[src/rtl/shift_add_multiplier_nbit_if.sv]
// Handshake/operand bundle for the sequential shift-and-add multiplier.
// Carries signed_op only when SHIFT_MULT_SIGNED_EN is defined.
interface shift_add_multiplier_nbit_if #(
    parameter int N = 4
);
    logic           start;
    logic [N-1:0]   A;
    logic [N-1:0]   B;
`ifdef SHIFT_MULT_SIGNED_EN
    logic           signed_op;
`endif
    logic           busy;
    logic           done;
    logic [2*N-1:0] P;

    // start is a request honoured only while busy is low; done is a one-cycle
    // pulse with P valid in that cycle; busy and done are never high together.
`ifdef SHIFT_MULT_SIGNED_EN
    modport master (output start, A, B, signed_op, input busy, done, P);
    modport slave  (input start, A, B, signed_op, output busy, done, P);
`else
    modport master (output start, A, B, input busy, done, P);
    modport slave  (input start, A, B, output busy, done, P);
`endif
endinterface

[src/rtl/shift_add_multiplier_nbit.sv]
// Sequential N x N shift-and-add multiplier, one multiplier bit per clock.
// Define SHIFT_MULT_SIGNED_EN to add two's-complement operation via signed_op.
module shift_add_multiplier_nbit #(
    parameter int N = 4
) (
    input  logic                          clk,
    input  logic                          rst_n,
    shift_add_multiplier_nbit_if.slave    bus,
    output logic [1:0]                    dbg_state
);
    localparam int CW = $clog2(N + 1);

    typedef enum logic [1:0] {IDLE = 2'd0, RUN = 2'd1, DONE = 2'd2} state_t;

    state_t         state, state_d;
    logic           accept, finish, busy_c, done_c;
    logic [2*N-1:0] acc, mcand, p_q, acc_sum, result;
    logic [N-1:0]   mplier, a_ld, b_ld;
    logic [CW-1:0]  cnt;

    always_ff @(posedge clk or negedge rst_n) begin
        if (!rst_n) state <= IDLE;
        else        state <= state_d;
    end

    always_comb begin
        state_d = state;
        accept  = 1'b0;
        finish  = 1'b0;
        busy_c  = 1'b0;
        done_c  = 1'b0;
        case (state)
            IDLE: begin
                if (bus.start) begin
                    accept  = 1'b1;
                    state_d = RUN;
                end
            end
            RUN: begin
                busy_c = 1'b1;
                if (cnt == CW'(1)) begin
                    finish  = 1'b1;
                    state_d = DONE;
                end
            end
            DONE: begin
                done_c = 1'b1;
                // A start seen in DONE launches the next operation with no idle gap.
                if (bus.start) begin
                    accept  = 1'b1;
                    state_d = RUN;
                end else begin
                    state_d = IDLE;
                end
            end
            default: state_d = IDLE;
        endcase
    end

    assign acc_sum = acc + (mplier[0] ? mcand : '0);

`ifdef SHIFT_MULT_SIGNED_EN
    logic neg_q, neg_ld;

    // Magnitudes feed the unsigned core; -2^(N-1) maps to 2^(N-1) as N-bit unsigned.
    always_comb begin
        a_ld   = (bus.signed_op && bus.A[N-1]) ? -bus.A : bus.A;
        b_ld   = (bus.signed_op && bus.B[N-1]) ? -bus.B : bus.B;
        neg_ld = bus.signed_op & (bus.A[N-1] ^ bus.B[N-1]);
    end

    always_ff @(posedge clk or negedge rst_n) begin
        if (!rst_n)      neg_q <= 1'b0;
        else if (accept) neg_q <= neg_ld;
    end

    assign result = neg_q ? -acc_sum : acc_sum;
`else
    assign a_ld   = bus.A;
    assign b_ld   = bus.B;
    assign result = acc_sum;
`endif

    always_ff @(posedge clk or negedge rst_n) begin
        if (!rst_n) begin
            acc    <= '0;
            mcand  <= '0;
            mplier <= '0;
            cnt    <= '0;
            p_q    <= '0;
        end else if (accept) begin
            acc    <= '0;
            mcand  <= {{N{1'b0}}, a_ld};
            mplier <= b_ld;
            cnt    <= CW'(N);
        end else if (state == RUN) begin
            acc    <= acc_sum;
            mcand  <= mcand << 1;
            mplier <= mplier >> 1;
            cnt    <= cnt - 1'b1;
            if (finish) p_q <= result;
        end
    end

    assign bus.busy  = busy_c;
    assign bus.done  = done_c;
    assign bus.P     = p_q;
    assign dbg_state = state;
endmodule

[src/flat_wrapper.sv]
// flat-port wrapper written by rule: the top's interface ports become plain ports
module shift_add_multiplier_nbit_flat 
#(
    parameter int N = 4
)
  (clk, rst_n, dbg_state, bus_start, bus_A, bus_B, bus_busy, bus_done, bus_P);
  shift_add_multiplier_nbit_if #(.N(N)) bus_i ();
  input  logic clk;
  input  logic rst_n;
  output logic [1:0] dbg_state;
  input wire logic [$bits(bus_i.start)-1:0] bus_start;
  input wire logic [$bits(bus_i.A)-1:0] bus_A;
  input wire logic [$bits(bus_i.B)-1:0] bus_B;
  output wire logic [$bits(bus_i.busy)-1:0] bus_busy;
  output wire logic [$bits(bus_i.done)-1:0] bus_done;
  output wire logic [$bits(bus_i.P)-1:0] bus_P;
  assign bus_i.start = bus_start;
  assign bus_i.A = bus_A;
  assign bus_i.B = bus_B;
  assign bus_busy = bus_i.busy;
  assign bus_done = bus_i.done;
  assign bus_P = bus_i.P;
  shift_add_multiplier_nbit #(.N(N)) u_core (.clk(clk), .rst_n(rst_n), .bus(bus_i), .dbg_state(dbg_state));
endmodule
[config.mk]
export PLATFORM = sky130hd
export DESIGN_NAME = shift_add_multiplier_nbit_flat
export DESIGN_NICKNAME = d
export VERILOG_FILES = /design/src/rtl/shift_add_multiplier_nbit_if.sv /design/src/rtl/shift_add_multiplier_nbit.sv /design/src/flat_wrapper.sv
export SDC_FILE = /design/constraint.sdc
export NUM_CORES = 1
export LEC_CHECK = 0
export CAP_MARGIN = 0
export CORE_ASPECT_RATIO = 1.25
export CORE_MARGIN = 3
export CORE_UTILIZATION = 33
export CTS_CLUSTER_SIZE = 10
export DETAILED_ROUTE_END_ITERATION = 7
export MAX_ROUTING_LAYER = met4
export PLACE_DENSITY_LB_ADDON = 0.2
export SLEW_MARGIN = 40
export SYNTH_ARGS = -nofsm -noshare
export SYNTH_HDL_FRONTEND = slang
export SYNTH_SLANG_ARGS = --single-unit
[constraint.sdc]
create_clock -name clk -period 2.3 [get_ports clk]
set_clock_uncertainty 0.15 [all_clocks]
set_input_delay 0.46 -clock clk [delete_from_list [all_inputs] [get_ports clk]]
set_output_delay 0.46 -clock clk [all_outputs]
set_load 0.03 [all_outputs]
### After elaboration in Yosys (flattened, before gate mapping)

Cells that the tools add are included.

* bitwise logic cells: 1
* equality and inequality tests: 5
* $add $sub $neg: 2
* multiplexer cells: 19
* reduce and logical (&&, ||, !) cells: 5

Operators by type and width (count)
* $mux W8: 5
* $add A8 B8 Y8: 1
* $mux W4: 2
* $mux W1: 7
* $mux W3: 2
* $pmux W2 S3: 1
* $mux W2: 2
* $eq A3 B1 Y1 const B: 1
* $reduce_and A3 Y1: 1
* $sub A3 B1 Y3 const B: 1
* $eq A2 B1 Y1 const B: 1
* $eq A2 B2 Y1 const B: 1
* $logic_not A2 Y1: 1
* $ne A2 B1 Y1 const B: 1
* $ne A2 B2 Y1 const B: 1
* $reduce_and A2 Y1: 1
* $reduce_bool A2 Y1: 1
* $reduce_or A2 Y1: 1
* $not A1 Y1: 1

* logic and storage cells: 38
* bits in registers: 33
* output and inout port bits: 12
* input bits: 11

### Depth between registers and ports, before layout

Gate-level depths: netlist of the first run.

* depth in word-level cells: 5
* mapped depth: 10
* gate-level depth less buffers: 10

### Worst setup path after synthesis of the first run

No wires, ideal clock.

* path kind: reg-to-reg
* from: register u_core.mplier[0]
* to: register u_core.acc[6]
* setup time: 122 ps
* slack: 13 ps
* data arrival time: 2015 ps
* buffers on the path: 0
* cell stages (with the launch flop): 11
* data required time: 2028 ps
* clock period less this slack: 2287 ps
* cells stage by stage: dfrtp_1 > and2_1 > ha_1 > inv_1 > fa_1 > nor2b_4 > o21ai_2 > a21boi_1 > o21a_1 > or3_1 > a32o_1

* word-level cells in the longest chain between the ends: 4

Ends and longest elaborated chain
* from (decl): RTL line shift_add_multiplier_nbit.sv:18 `logic [N-1:0] mplier, a_ld, b_ld;`
* from (signal assigned): RTL line shift_add_multiplier_nbit.sv:94 `mplier <= b_ld;`
* from (signal assigned): RTL line shift_add_multiplier_nbit.sv:99 `mplier <= mplier >> 1;`
* $mux W8: RTL line shift_add_multiplier_nbit.sv:60 `assign acc_sum = acc + (mplier[0] ? mcand : '0);`
* $add A8 B8 Y8: RTL line shift_add_multiplier_nbit.sv:60
* $mux W8: RTL line shift_add_multiplier_nbit.sv:96 `end else if (state == RUN) begin`
* $mux W8: RTL line shift_add_multiplier_nbit.sv:91 `end else if (accept) begin`
* to (signal assigned): RTL line shift_add_multiplier_nbit.sv:97 `acc <= acc_sum;`
* to (decl): RTL line shift_add_multiplier_nbit.sv:17 `logic [2*N-1:0] acc, mcand, p_q, acc_sum, result;`

No other way between the ends. The select of a mux whose other input is x is not followed.
A chain may end at the register's enable or synchronous reset.

### Worst setup path after layout of the first run

Same ends and word-level chain as after synthesis.

==> results of run 1 <==
state kept, by name, indices dropped and copies added (netlist names):
register,cells
u_core.acc,8
u_core.bus.P,8
u_core.cnt,3
u_core.dbg_state,2
u_core.mcand,8
u_core.mplier,4
per-stage QoR:
step           instances  area [um^2]  hold WS [ns]
2_1_floorplan        155         1610        0.0144
3_3_place_gp         242         1980         0.310
3_5_place_dp         242         1980         0.318
4_1_cts              249         2070         0.333
5_1_grt              249         2100         0.367
6_report             249         2100         0.328
worst reg2reg max path: cells and delay by family (launching register included):
| kind | cells | cell delay, ns |
|---|---|---|
| DFF | 1 | 0.40 |
| adders and majority gates | 2 | 0.38 |
| and+or+nand+nor | 3 | 0.53 |
| buffers and inverters | 1 | 0.06 |
| AOI/OAI and AO/OA | 4 | 0.67 |
power breakdown:
part	leakage (nW)	total [mW]	switching, mW	internal (mW)
clock network	0.0443	0.425	0.188	0.237
registers	0.422	0.985	0.153	0.831
logic	0.517	1.40	0.744	0.652
synthesized netlist by cell type (all sizes together):
master,instances,area [um^2]
o22ai,1,6.26
fa,1,20.0
inv,8,30.0
o21ai,12,63.8
xnor2,5,43.8
a21oi,5,25.0
and3,1,6.26
nand2,27,101
o211ai,1,7.51
or3,1,6.26
a31o,1,8.76
a211oi,1,7.51
nand2b,2,12.5
clkinv,1,3.75
o21a,1,7.51
a21boi,1,7.51
a32o,1,10.0
mux2,4,45.0
ha,9,113
a22o,11,96.3
a21o,1,7.51
and2,7,43.8
a22oi,6,45.0
clkbuf,5,18.8
dfrtp,33,826
nor2,5,18.8
nor2b,4,32.5
logic make-up after synthesis:
group                      count (synthesis)
adders and majority gates                 10
AOI/OAI and AO/OA                         42
and+or+nand+nor                           47
xor gates and xnor gates                   5
muxes                                      4
buffers and inverters                     14
DFF                                       33
what timing repair did:
| item | 4_1_cts | 5_1_grt |
|---|---|---|
| pin swaps | 0 | 4 |
| endpoints found under the setup margin | 2 | 6 |
| resized for setup | 2 | 8 |
placed cells by master, fill, tap and decap left out, drive strengths merged, types with 4 or more instances in the layout:
master,netlist,layout
o21ai,12,12
inv,8,8
ha,9,9
a21oi,5,5
nor2b,4,4
and2,7,7
nand2,27,27
a22o,11,11
mux2,4,4
clkbuf,5,7
xnor2,5,5
nor2,5,5
buf,0,13
a22oi,6,6
clkdlybuf4s50,0,21
dfrtp,33,33
layout make-up:
cell class / count / area (um^2)
Clock buffer: 7 / 86.3
Timing Repair Buffer: 34 / 308
Tap cell: 58 / 72.6
Multi-Input combinational cell: 108 / 774
Inverter: 9 / 33.8
Fill cell: 453 / 2460
Sequential cell: 33 / 826
metal layers:
layer	global-route usage [%]	share of wire (%)	wire (um)	up-vias
met4	5.42	1.8	60	0
met2	21.0	51	1660	27
met5	-	0	0	-
met3	4.02	4.3	140	7
li1	-	-	-	612
met1	16.8	43	1400	606
path summary, 6_finish.rpt:
path	from	to	slack [ns]
max in group asynchronous	rst_n	u_core.mcand[6]$_DFFE_PN0P_	1.27
worst min-delay path	u_core.bus.P[7]$_DFFE_PN0P_	u_core.bus.P[7]$_DFFE_PN0P_	0.33
worst max register to register	u_core.mplier[0]$_DFFE_PN0P_	u_core.acc[6]$_DFFE_PN0P_	0.006
worst max-delay path	u_core.mplier[0]$_DFFE_PN0P_	u_core.acc[6]$_DFFE_PN0P_	0.006
worst min register to register	u_core.bus.P[7]$_DFFE_PN0P_	u_core.bus.P[7]$_DFFE_PN0P_	0.33
min in group asynchronous	rst_n	u_core.bus.P[1]$_DFFE_PN0P_	0.44
==> results_dict.tcl, run 1 <==
set metrics [dict create \
    status "completed" \
    cp-end-kind "flop" \
    num_rows 27 \
    max_freq_mhz 436 \
    synthToLayoutAreaGrowth_pct 30.2 \
    ant_nets 0 \
    wirelength_um 3260 \
    rsz0062_at_grt "yes" \
    die_h_um 84.2 \
    post-cts-setup-buffers 0 \
    synth_area_mm2 0.00161 \
    grt.total_usage_pct 13.8 \
    cp.required_ns 2.31 \
    htree_levels 2 \
    netlist_instances 155 \
    ir_drop_v 0.000458 \
    cts_max_path_buffers 2 \
    hold_viol 0 \
    ys_ff_latch 33 \
    cts_tree "yes" \
    hold_buffers 0 \
    start_kind "flop" \
    ys.warnings.count 0 \
    synth_xor_area_share_pct 2.71 \
    fin_util_pct 46.1 \
    setup_tns_ns 0 \
    critPathTopFamily "compound AO/OA/AOI/OAI gates" \
    cts_root_buffer "clkbuf_8" \
    diodes 0 \
    via_per_inst 5.03 \
    cp_num_buf_inv 1 \
    drv_cap 0 \
    dr.pass1.iters 4 \
    cp.depth 10 \
    grt_overflow 0 \
    numCtsBuffers 5 \
    grt_antenna_before_repair 0 \
    syn_nets 176 \
    synth.mux.area_fraction_pct 2.79 \
    fin_crit_sh_pct 99.7 \
    cp_max_fo 4 \
    clock-sinks 33 \
    setup_viol 0 \
    power.density_mw_per_mm2 1340 \
    slew_headroom_pct 72.9 \
    dieArea_mm2 0.00577 \
    place_ws_ns -0.0251 \
    syn_avg_cell_area_um2 10.4 \
    final_layout_size_suffix_gt1_share_pct 17.8 \
    synth-compound-area-share_pct 18.1 \
    drt-initial-drc-count 37 \
    grt_max_degree 34 \
    vias 1252 \
    synth_top_family_by_area "compound AO/OA/AOI/OAI gates" \
    cpMaxStageDelayCell "dfrtp_1" \
    synth_cell_types 29 \
    routedWlPerCell_um 13.1 \
    setup_ws_ns 0.00598 \
    grt_pass1_wl_um 5840 \
    p_total_mw 2.81 \
    cts.clk_slew.worst_paths_ns 0.06 \
    tightestPinTransition_ns 0.407 \
    grt_pass1_vias 1270 \
    rr_worst_depth 10 \
    final_nets 212 \
    p_leak_nw 0.984 \
    drv_slew 0 \
    hold_class "flop to flop" \
    gp_congestion 0.739 \
    path_class "flop to flop" \
    drc 0 \
    core-area_mm2 0.00456 \
    portBuffers 22 \
    insertion_delay_ns 0.28 \
    ios 23 \
    whs_path_depth 2 \
    cp_cell_sequence "and2_4 > ha_4 > inv_2 > fa_2 > nor2b_4 > o21ai_2 > a21boi_2 > o21a_1 > or3_4 > a32o_1" \
    ys_seq_area_share_pct 51.2 \
    critPathArrivalTime_ns 2.31 \
    yosys.area_share.simple_pct 13.7 \
    synthAdderAreaFrac_pct 8.22 \
    finalCriticalPeriod_ns 2.29 \
    die_w_um 68.6 \
    slowest_delay_ns 0.40 \
    initial_core_util_pct 35.4 \
    hpwl_um 2490 \
]
(Power assumes the default switching activity.)
==> inputs of run 2 (changes only) <==
SLEW_MARGIN = 20   (was 40)
==> results of run 2 <==
No change in the layout: final DEF, timing and power equal those of run 1.
==> variant 1, RTL diff (config.mk and constraints of run 1) <==
`N` is set to 4 in 3 places; all go to 2.
--- a/src/rtl/shift_add_multiplier_nbit_if.sv
+++ b/src/rtl/shift_add_multiplier_nbit_if.sv
@@ -2,5 +2,5 @@
 // Carries signed_op only when SHIFT_MULT_SIGNED_EN is defined.
 interface shift_add_multiplier_nbit_if #(
-    parameter int N = 4
+    parameter int N = 2
 );
     logic           start;
--- a/src/rtl/shift_add_multiplier_nbit.sv
+++ b/src/rtl/shift_add_multiplier_nbit.sv
@@ -2,5 +2,5 @@
 // Define SHIFT_MULT_SIGNED_EN to add two's-complement operation via signed_op.
 module shift_add_multiplier_nbit #(
-    parameter int N = 4
+    parameter int N = 2
 ) (
     input  logic                          clk,
--- a/src/flat_wrapper.sv
+++ b/src/flat_wrapper.sv
@@ -2,5 +2,5 @@
 module shift_add_multiplier_nbit_flat 
 #(
-    parameter int N = 4
+    parameter int N = 2
 )
   (clk, rst_n, dbg_state, bus_start, bus_A, bus_B, bus_busy, bus_done, bus_P);
Ports: changed (resized bus_A, bus_B and bus_P); port bits go from 23 to 15. The function was not compared with the original's and may differ.
==> variant 1 against run 1 <==
- combinational power is 50% lower
- setup slack gained 0.21 ns
- wire length down 44%
- die area shrank 39%
- sequential share of layout area down 1.1 points
- sequential cell count shrank 15
- via count decreased by 45%
- worst hold slack improved by 0.0040 ns
- first-iteration DRC count down 62%
- power decreased by 49%
- largest cell class is now multi-input gates
- design area decreased by 44%
- area after synthesis is 42% lower
==> variant 1: results (changes against run 1) <==
- Status: finished, final reports clean (unchanged)
- Multi-input gate count: 58 (was 108)
- CTS Buf Count: 3 (was 5)
- NetSw: 569 uW (was 1090 uW)
- Non-clock buffer share: 14.9% (was 14.7%)
- Pre-CTS WS: 0.211 ns (was -0.0251 ns)
- Clock group total power: 199 uW (was 425 uW)
- Syn avg cell area: 11.1 um2 (was 10.4 um2)
- Worst R2R Path Depth: 7 (was 10)
- Via count: 689 (was 1252)
- Sw frac: 39.8% (was 38.7%)
- Grt met1 use: 17.0% (was 16.8%)
- Root Buffer: clkbuf_4 (was clkbuf_8)
- First-pass GRT wire length: 3360 um (was 5840 um)
- Clock-cell share of area: 3.08% (was 4.11%)
- Max stage delay on crit path: 0.43 ns (was 0.40 ns)
- Clock buf count: 4 (was 7)
- Via count of the first global-routing pass: 735 (was 1270)
- Number of port buffers: 14 (was 22)
- Multiplexer area fraction after synthesis: 11.8% (was 2.79%)
- Measured slew at the worst slew-check pin: 0.491 ns (was 0.407 ns)
- Share of cells above drive strength 1: 16.2% (was 17.8%)
- WL final: 1840 um (was 3260 um)
- Critical path fanouts, max: 6 (was 4)
- PwrDens: 1210 nW/um2 (was 1340 nW/um2)
- Seq cells post-synth: 18 (was 33)
- Initial drt markers: 14 (was 37)
- Drt wl/cell: 13.3 um (was 13.1 um)
- GPL Wtd Cong: 0.782 (was 0.739)
- Post-synthesis xor/xnor area fraction: 4.42% (was 2.71%)
- Post-synthesis sequential area ratio: 48.2% (was 51.2%)
- GR Util met2: 21.8% (was 21.0%)
- Final net count: 118 (was 212)
- Inverters: 6 (was 9)
- Largest net degree at the start of global routing: 19 (was 34)
- Clock transition at path regs: 0.11 ns (was 0.06 ns)
- Synth Area in Adders: 7.50% (was 8.22%)
- Met3 GRT Util: 2.95% (was 4.02%)
- Worst VDD drop: 670 uV (was 458 uV)
- Dpl hpwl: 1420 um (was 2490 um)
- Leak pwr: 0.000587 uW (was 0.000984 uW)
- Nonclk buf count: 19 (was 34)
[variant 1: cell types whose count changed in the layout (fill, tap and decap cells not counted), sizes merged, moves of 6 or more]
cell                  run 1  this run
buf                      13         5
clkdlybuf4s50            21        12
dfrtp                    33        18
nand2                    27        10
o21ai                    12         6
[variant 1: timing repair]
item                                    in CTS  in global routing
hold endpoints to repair                     0                  0
resized for setup                            2                  0
endpoints found under the setup margin       2                  0
[variant 1: final timing paths]
| kind | start | endpoint | slack, ns |
|---|---|---|---|
| worst min-delay path | rst_n | u_core.bus.P[1] | 0.33 |
| max in group asynchronous | rst_n | u_core.dbg_state[0] | 1.47 |
| min in group clk | u_core.bus.P[2] | u_core.bus.P[2] | 0.34 |
| worst max register to register | u_core.mplier[0] | u_core.bus.P[3] | 0.21 |
| worst max-delay path | u_core.mplier[0] | u_core.bus.P[3] | 0.21 |
| worst min register to register | u_core.bus.P[2] | u_core.bus.P[2] | 0.34 |
==> variant 2, RTL diff (config.mk and constraints of run 1) <==
Without the edit above. Register the output `dbg_state` once more, without a reset; this adds one clock of latency there. The other outputs are not delayed to match.
--- a/src/rtl/shift_add_multiplier_nbit.sv
+++ b/src/rtl/shift_add_multiplier_nbit.sv
@@ -106,5 +106,7 @@
     assign bus.done  = done_c;
     assign bus.P     = p_q;
-    assign dbg_state = state;
+    always_ff @(posedge clk) begin
+        dbg_state <= state;
+    end
 endmodule
 
Function: changed (a bounded check fails within 4 cycles, from zero or initial values and one cycle with rst_n low).
==> variant 2 against run 1 <==
- sequential cell count increased by 2
- area after synthesis increased by 3.0%
- wire length increased by 2.8%
- critical path type unchanged
- utilization decreased by 0.34 points
- clock power increased by 34%
- power increased by 8.0%
- die area increased by 2.8%
- cell count increased by 2.4%
- design area increased by 4.5%
- sequential power increased by 5%
- setup slack improved by 0.039 ns
==> variant 2: results (changes against run 1) <==
- CTS tree: done (unchanged)
- Placed Instance Area: 2030 um2 (was 1980 um2)
- Status: finished, final reports clean (unchanged)
- Number of synthesized flops with an enable pin: 0 (unchanged)
- CTS Buf Count: 5 (unchanged)
- WL final: 3350 um (was 3260 um)
- Worst VDD drop: 407 uV (was 458 uV)
- Fill count: 458 (was 453)
- Post-synthesis sequential area ratio: 52.1% (was 51.2%)
- Cell variety after synth: 32 (was 29)
- Clock group total power: 568 uW (was 425 uW)
- Yosys warning total: 0 (unchanged)
- Pre-CTS WS: -0.0160 ns (was -0.0251 ns)
- Initial antenna violation count: 0 (unchanged)
- Dpl hpwl: 2450 um (was 2490 um)
- Insertion delay to the later sink of the worst-skew pair: approximately 0.29 ns
- Comb power: between 1000 and 1500 uW
- GPL Wtd Cong: 0.833 (was 0.739)
- Share of cells above drive strength 1: 19.5% (was 17.8%)
- Synth top area cells: dfrtp_1 (50%), ha_1 (6.8%), nand2_1 (6.1%) (was dfrtp_1 (51%), ha_1 (7.0%), nand2_1 (6.3%))
- Detailed Routing Iterations Pass 1: 4 (unchanged)
- Leak pwr: 0.00103 uW (was 0.000984 uW)
- Via count: 1279 (was 1252)
- Root Buffer: clkbuf_8 (unchanged)
- # diodes: 0 (unchanged)
- H-tree depth: 2 (unchanged)
- Post-Synthesis Cells: 157 (was 155)
- Async SR Flop Fraction: 94.3% (was 100%)
- Synth top cells by count: dfrtp_1 (33), nand2_1 (27), a22o_1 (11), o21ai_0 (11), ha_1 (9) (unchanged)
- Worst EP arrival: 2.28 ns (was 2.31 ns)
- Ys flop type: dfrtp_1 (unchanged)
- Number of port buffers: 22 (unchanged)
- Critical path fanouts, max: 4 (unchanged)
- CTS Buffer Depth: 2 (unchanged)
- Rel. slew slack: 72.5% (was 72.9%)
- Max stage delay on crit path: 0.40 ns (about the same)
- Worst hold-check path type: register to register (unchanged)
- Final net count: 215 (was 212)
- Synthesized net count: 178 (was 176)
- Initial drt markers: 39 (was 37)
- Sw frac: 37.4% (was 38.7%)
- Post-placement cell count: 246 (was 242)
- Clock transition at path regs: approximately 0.07 ns
- First-pass GRT wire length: 6130 um (was 5840 um)
- Drt wl/cell: 13.1 um (about the same)
- Critical path's slowest cell: dfrtp_1 (unchanged)
- GRT Overall Usage: 13.7% (was 13.8%)
- Total power draw: 3030 uW (was 2810 uW)
- Largest net degree at the start of global routing: 34 (unchanged)
- Drt drc: 0 (unchanged)
## variant 2: final timing paths
| kind | startpoint | end | slack (ns) | cells after the start |
|---|---|---|---|---|
| worst max-delay path | u_core.mplier[0] | u_core.acc[6] | 0.04 | 10 |
| worst min register to register | u_core.state[1] | u_core.dbg_state[1] | 0.24 | 0 |
| worst min-delay path | u_core.state[1] | u_core.dbg_state[1] | 0.24 | 0 |
| max in group asynchronous | rst_n | u_core.bus.P[3] | 1.27 | 2 |
| min in group asynchronous | rst_n | u_core.acc[7] | 0.43 | 2 |
| worst max register to register | u_core.mplier[0] | u_core.acc[6] | 0.04 | 10 |
## variant 2: repair_timing
item / CTS / global route
setup buffers: 0 / 1
pin swaps: 3 / 8
setup endpoints to repair: 1 / 6
gates resized for setup: 4 / 6
## variant 2: logic make-up after synthesis
group	share of synthesized area (%)
DFF	52.1
AOI/OAI and AO/OA	17.6
buffers and inverters	3.23
adders and majority gates	7.98
muxes	2.71
and+or+nand+nor	13.3
xor gates and xnor gates	3.09
## variant 2: layer usage
metal  track usage, %  part of all wire (%)
met4             8.17                   2.9
met1             14.9                    43
met3             3.32                   3.9
met5                -                     0
met2             22.6                    50
## variant 2: worst max-delay path, delay by kind of cell, from the launching register on
family | cells | cell delay, ns
fa+ha+maj | 2 | 0.37
simple gates | 3 | 0.52
buf+inv | 1 | 0.05
compound gates | 4 | 0.64
flops | 1 | 0.40
## variant 2: cell type report
class                   instances  area (um2)  share of cell area (%)
repair buffers                 35         315                    14.4
well taps                      60        75.1                    3.42
multi-input cells             108         787                    35.9
clock buffers                   6        82.6                    3.76
inverters                       9        33.8                    1.54
flip-flops and latches         35         866                    39.5
clock inverters                 2        35.0                    1.60
